$ cat src/rtl/alu_pkg.sv
// Shared opcode and controller-state types for the sequential ALU.
package alu_pkg;

    typedef enum logic [2:0] {
        ALU_AND  = 3'd0,
        ALU_OR   = 3'd1,
        ALU_ADD  = 3'd2,
        ALU_SRL  = 3'd3,
        ALU_SRA  = 3'd4,
        ALU_BEQ  = 3'd5,
        ALU_PASS = 3'd6,
        ALU_MUL  = 3'd7
    } alu_op_e;

    typedef enum logic {
        IDLE = 1'b0,
        MUL  = 1'b1
    } alu_state_e;

endpackage

$ cat src/rtl/alu_mul_iter.sv
// Unsigned shift-add multiplier: loads on start, retires one multiplier bit per
// cycle, and raises done for one cycle once all REG_WIDTH bits are consumed.
module alu_mul_iter #(
    parameter int REG_WIDTH = 8
) (
    input  logic                   clk,
    input  logic                   reset,
    input  logic                   start,
    input  logic [REG_WIDTH-1:0]   a,
    input  logic [REG_WIDTH-1:0]   b,
    output logic                   done,
    output logic [2*REG_WIDTH-1:0] product
);

    localparam int CW = $clog2(REG_WIDTH + 1);

    logic [REG_WIDTH-1:0]   mcand;
    logic [2*REG_WIDTH-1:0] acc;
    logic [CW-1:0]          count;
    logic                   running;
    logic [REG_WIDTH:0]     sum;

    // Upper half accumulates partial sums; lower half holds unconsumed multiplier bits.
    assign sum = {1'b0, acc[2*REG_WIDTH-1:REG_WIDTH]}
               + (acc[0] ? {1'b0, mcand} : {(REG_WIDTH+1){1'b0}});

    // NOTE: state registers use non-blocking assignments so every flop samples
    // the pre-edge values; blocking here would chain updates within one edge.
    always_ff @(posedge clk) begin
        if (reset) begin
            mcand   <= '0;
            acc     <= '0;
            count   <= '0;
            running <= 1'b0;
        end else if (start) begin
            mcand   <= a;
            acc     <= {{REG_WIDTH{1'b0}}, b};
            count   <= CW'(REG_WIDTH);
            running <= 1'b1;
        end else if (running) begin
            if (count != '0) begin
                acc   <= {sum, acc[REG_WIDTH-1:1]};
                count <= count - 1'b1;
            end else begin
                running <= 1'b0;
            end
        end
    end

    assign done    = running && (count == '0);
    assign product = acc;

endmodule

$ cat src/rtl/alu_seq.sv
// Registered ALU with valid/ready handshake; single-cycle ops complete in one
// edge, MUL is delegated to the iterative multiplier.
module alu_seq
    import alu_pkg::*;
#(
    parameter int REG_WIDTH = 8,
    parameter int OP_WIDTH  = 3
) (
    input  logic                 clk,
    input  logic                 reset,
    input  logic                 in_valid,
    output logic                 in_ready,
    input  logic [REG_WIDTH-1:0] ra_in,
    input  logic [REG_WIDTH-1:0] rb_in,
    input  logic [OP_WIDTH-1:0]  op,
    output logic                 out_valid,
    input  logic                 out_ready,
    output logic [REG_WIDTH-1:0] res_out,
    output logic [REG_WIDTH-1:0] car_out,
    output logic                 zero,
    output logic                 jump,
    output logic                 busy
);

    alu_state_e             state, state_n;
    alu_op_e                op_code;
    logic                   op_undef;
    logic                   is_mul;
    logic                   accept;
    logic                   mul_done;
    logic [2*REG_WIDTH-1:0] mul_prod;
    logic [2*REG_WIDTH-1:0] shift_val;
    logic [REG_WIDTH:0]     add_val;
    logic [REG_WIDTH-1:0]   res_n, car_n;
    logic                   jump_n;

    assign op_code  = alu_op_e'(op[2:0]);
    assign op_undef = (op >> 3) != '0;
    assign is_mul   = !op_undef && (op_code == ALU_MUL);

    assign in_ready = !reset && (state == IDLE) && (!out_valid || out_ready);
    assign accept   = in_valid && in_ready;
    assign busy     = (state == MUL);
    assign zero     = (res_out == '0);

    alu_mul_iter #(.REG_WIDTH(REG_WIDTH)) u_mul (
        .clk     (clk),
        .reset   (reset),
        .start   (accept && is_mul),
        .a       (ra_in),
        .b       (rb_in),
        .done    (mul_done),
        .product (mul_prod)
    );

    assign add_val = {1'b0, ra_in} + {1'b0, rb_in};

    // NOTE: every output of a combinational block gets a default first, so no
    // path through the case statement can leave a latch behind.
    always_comb begin
        res_n     = '0;
        car_n     = '0;
        jump_n    = 1'b0;
        shift_val = '0;
        if (!op_undef) begin
            case (op_code)
                ALU_AND:  res_n = ra_in & rb_in;
                ALU_OR:   res_n = ra_in | rb_in;
                ALU_ADD: begin
                    res_n = add_val[REG_WIDTH-1:0];
                    car_n = {{(REG_WIDTH-1){1'b0}}, add_val[REG_WIDTH]};
                end
                ALU_SRL: begin
                    shift_val = {ra_in, {REG_WIDTH{1'b0}}} >> rb_in;
                    {res_n, car_n} = shift_val;
                end
                ALU_SRA: begin
                    shift_val = $signed({ra_in, {REG_WIDTH{1'b0}}}) >>> rb_in;
                    {res_n, car_n} = shift_val;
                end
                ALU_BEQ: begin
                    res_n  = ra_in ^ rb_in;
                    jump_n = (ra_in == rb_in);
                end
                ALU_PASS: res_n = ra_in;
                default:  res_n = '0;
            endcase
        end
    end

    always_comb begin
        state_n = state;
        case (state)
            IDLE:    if (accept && is_mul) state_n = MUL;
            MUL:     if (mul_done)         state_n = IDLE;
            default: state_n = IDLE;
        endcase
    end

    // Result registers change only on a completed op; otherwise they hold,
    // which keeps them frozen while the consumer stalls.
    always_ff @(posedge clk) begin
        if (reset) begin
            state     <= IDLE;
            out_valid <= 1'b0;
            res_out   <= '0;
            car_out   <= '0;
            jump      <= 1'b0;
        end else begin
            state <= state_n;
            if (state == MUL && mul_done) begin
                res_out   <= mul_prod[REG_WIDTH-1:0];
                car_out   <= mul_prod[2*REG_WIDTH-1:REG_WIDTH];
                jump      <= 1'b0;
                out_valid <= 1'b1;
            end else if (accept && !is_mul) begin
                res_out   <= res_n;
                car_out   <= car_n;
                jump      <= jump_n;
                out_valid <= 1'b1;
            end else if (out_valid && out_ready) begin
                out_valid <= 1'b0;
            end
        end
    end

endmodule

$ cat config.mk
export PLATFORM = sky130hd
export DESIGN_NAME = alu_seq
export DESIGN_NICKNAME = d
export VERILOG_FILES = /design/src/rtl/alu_pkg.sv /design/src/rtl/alu_mul_iter.sv /design/src/rtl/alu_seq.sv
export SDC_FILE = /design/constraint.sdc
export NUM_CORES = 1
export LEC_CHECK = 0
export CORE_MARGIN = 2
export CORE_UTILIZATION = 35
export CTS_CLUSTER_DIAMETER = 200
export DETAILED_ROUTE_END_ITERATION = 7
export GPL_ROUTABILITY_DRIVEN = 0
export GPL_TIMING_DRIVEN = 0
export MAX_ROUTING_LAYER = met4
export PLACE_DENSITY_LB_ADDON = 0.25
export SLEW_MARGIN = 5
export SYNTH_ARGS = -nofsm -noshare
export SYNTH_HDL_FRONTEND = slang
export SYNTH_SLANG_ARGS = --single-unit
$ cat constraint.sdc
create_clock -name clk -period 7.01 [get_ports clk]
set_clock_uncertainty 0.2 [all_clocks]
set_input_delay 2.103 -clock clk [delete_from_list [all_inputs] [get_ports clk]]
set_output_delay 2.103 -clock clk [all_outputs]
set_load 0.05 [all_outputs]
==> results.sh <==
export IMPL_worstPathCellList="clkdlybuf4s50_1 -> nor2_1 -> and2_1 -> clkdlybuf4s50_1"
export IMPL_fmax_mhz=159
export IMPL_yosys_area_top_type="dfxtp_1"
export IMPL_end_kind="output port"
export IMPL_fin_crit_ns=6.29
export IMPL_overflow=0
export IMPL_die_x_microns=111
export IMPL_pwr_density_cell_nw_per_um2=158
export IMPL_finalMaxSlewViolations=0
export IMPL_setup_slack_ns=0.722
export IMPL_cts_max_level=2
export IMPL_critical_path_max_stage_delay_ns=0.80
export IMPL_period_share=0.897
export IMPL_synth_avg_cell_area_sq_um=7.36
export IMPL_p_leak_nw=1.71
export IMPL_hold_viol=0
export IMPL_cts_made_buffers=5
export IMPL_synth_seq_cells=48
export IMPL_status="finished clean"
export IMPL_wl_per_cell_microns=18.8
export IMPL_hp_class="flop to flop"
export IMPL_worst_pin_slew_ns=0.964
export IMPL_root_buffer="clkbuf_16"
export IMPL_grt_max_degree=14
export IMPL_die_area_sq_um=12200
export IMPL_start_util=0.363
export IMPL_grtUsageTotal=0.228
export IMPL_firstDrtPassIters=6
export IMPL_ant_nets=0
export IMPL_clk_path_buf_depth=2
export IMPL_ir_worst_vdd_mv=0.0872
export IMPL_fin_nets=640
export IMPL_cts_resized=0
export IMPL_cts_tree="built"
export IMPL_grt_pass1_wl_microns=22400
export IMPL_dpl_hpwl_microns=10800
export IMPL_synth_area_leaders="dfxtp_1 (24%), ha_1 (7.9%), nand2_1 (5.8%)"
export IMPL_yosysSeqAreaShare=0.242
export IMPL_ys_async_sr_fraction=0
export IMPL_crit_type="primary input to output port"
export IMPL_synth_edf_count=0
export IMPL_vias_per_cell=6.12
export IMPL_core_area_sq_um=10900
export IMPL_crit_top_cell="clkdlybuf4s50_1"
export IMPL_crit_family="buffers and inverters"
export IMPL_drv_cap=0
export IMPL_drt_wl_total_microns=13700
export IMPL_route_vias_total=4459
export IMPL_synth_cell_type_count=69
export IMPL_syn_inst=540
export IMPL_cpMaxStageDelayCell="clkdlybuf4s50_1"
export IMPL_synth_warning_count=0
export IMPL_post_cts_buffers=0
export IMPL_setup_violations=0
export IMPL_area_growth_pct=19.1
export IMPL_syn_cell_area_sq_um=3970
export IMPL_hold_buffers=0
export IMPL_pin_count=44
export IMPL_initialDrtViolationCount=521
export IMPL_row_count=38
export IMPL_tns_ns=0
export IMPL_path_clk_slew_ns=0.06
export IMPL_max_slew_margin=0.352
export IMPL_synth_nets=590
export IMPL_antenna_found_initial=0
export IMPL_clk_latency_ns=0.29
export IMPL_grt_pass1_vias=4235
export IMPL_grt_setup_unrepaired="false"
export IMPL_cp_max_fo=5
export IMPL_post_place_ws_ns=0.763
export IMPL_synthFlopType="dfxtp_1"
export IMPL_drcViolationCount=0
export IMPL_worstPathRequired_ns=4.71
export IMPL_port_buffers=43
export IMPL_cp_arrival_ns=3.99
export IMPL_startpoint_type="primary input"
export IMPL_synth_top_area_frac=0.242
export IMPL_drive_gt1_frac=0.0340
export IMPL_path_buf_inv=2
export IMPL_cts_sinks=48
export IMPL_die_h_microns=111
export IMPL_num_antenna_cells=0
synthesized netlist by cell type (3+ instances only):
master     n
o21ai_1   16
nor2_1    57
or3_1      3
nand2b_1   7
clkbuf_1  32
or4_1      5
dfxtp_1   48
nor2b_1   10
a21o_1     7
ha_1      25
a22o_1     3
a22oi_1   16
o221ai_1   3
a211oi_1  12
o31ai_1    3
o22ai_1    5
nor4_1     4
nand3_1   10
and3_1     3
o21bai_1   3
buf_2      3
a221oi_1   8
nand2_1   61
inv_2      3
a31oi_1    3
mux2i_1   13
xor2_1     4
inv_1     22
o211ai_1   6
o21a_1     6
mux2_2     4
a311oi_1  10
xnor2_1    4
o21ai_0   12
a21oi_1   45
and2_1     9
nor3_1    14
layout make-up:
cell class	count	area (sq um)
Inverter	25	93.8
Multi-Input combinational cell	431	2780
Buffer	36	139
Clock inverter	1	30.0
Clock buffer	5	125
Fill cell	1154	6200
Tap cell	140	175
Timing Repair Buffer	43	430
Sequential cell	48	961
where the power goes:
part	total (W)	internal, W	switching, W
combinational	0.000199	0.0000703	0.000129
clock	0.000263	0.000164	0.0000991
sequential	0.000284	0.000279	0.00000481
kinds of logic (layout without fill, tap and decap cells):
group	Yosys count	after routing	synth area share
fa+ha+maj	27	27	0.0888
compound gates	180	180	0.308
buf+inv	61	110	0.0586
xor+xnor	8	8	0.0176
mux	19	19	0.0497
simple gates	197	197	0.235
flops	48	48	0.242
placed cells by master, fill, tap and decap left out, types with 9 or more instances in the layout:
cell / netlist / final
nand3_1: 10 / 10
nor2_1: 57 / 57
inv_1: 22 / 22
ha_1: 25 / 25
clkdlybuf4s50_1: 0 / 43
clkbuf_1: 32 / 32
o21ai_1: 16 / 16
a22oi_1: 16 / 16
mux2i_1: 13 / 13
and2_1: 9 / 9
a211oi_1: 12 / 12
a311oi_1: 10 / 10
dfxtp_1: 48 / 48
o21ai_0: 12 / 12
a21oi_1: 45 / 45
nor3_1: 14 / 14
nand2_1: 61 / 61
nor2b_1: 10 / 10
routing by layer:
| layer | wire length, microns | GRT usage | vias to the layer above |
|---|---|---|---|
| met3 | 972 | 0.0258 | 41 |
| met4 | 412 | 0.0750 | 0 |
| met1 | 6470 | 0.332 | 2103 |
| li1 | - | - | 2092 |
| met5 | 0 | - | - |
| met2 | 5870 | 0.328 | 223 |
worst min-delay path, cell delays in order (launching register included):
cell and delay [ns]:
dfxtp_1 0.30, nand2_1 0.05, a21oi_1 0.05
per-stage QoR:
step                hold WS [ns]  utilization  power, W  area, sq um  cells
finish                     0.252        0.433  0.000746         4730    729
global route               0.283        0.433  0.000775         4730    729
CTS                        0.252        0.433  0.000742         4730    729
detailed placement         0.243        0.419  0.000483         4580    723
global placement           0.243        0.419  0.000482         4580    723
floorplan                  0.232            -  0.000413         3970    540
state kept, by name, indices dropped and copies added, names as in the netlist:
name           flops
busy               1
u_mul.running      1
jump               1
u_mul.count        4
res_out            8
car_out            8
u_mul.mcand        8
out_valid          1
u_mul.product     16
final timing paths:
check	start	to	slack (ns)	depth (start not counted)
hold / removal	u_mul.mcand[0]	u_mul.mcand[0]	0.25	2
setup / recovery	reset	in_ready	0.72	4
setup reg to reg	u_mul.count[0]	res_out[5]	4.24	8
hold reg to reg	u_mul.mcand[0]	u_mul.mcand[0]	0.25	2
(Power assumes the default switching activity.)
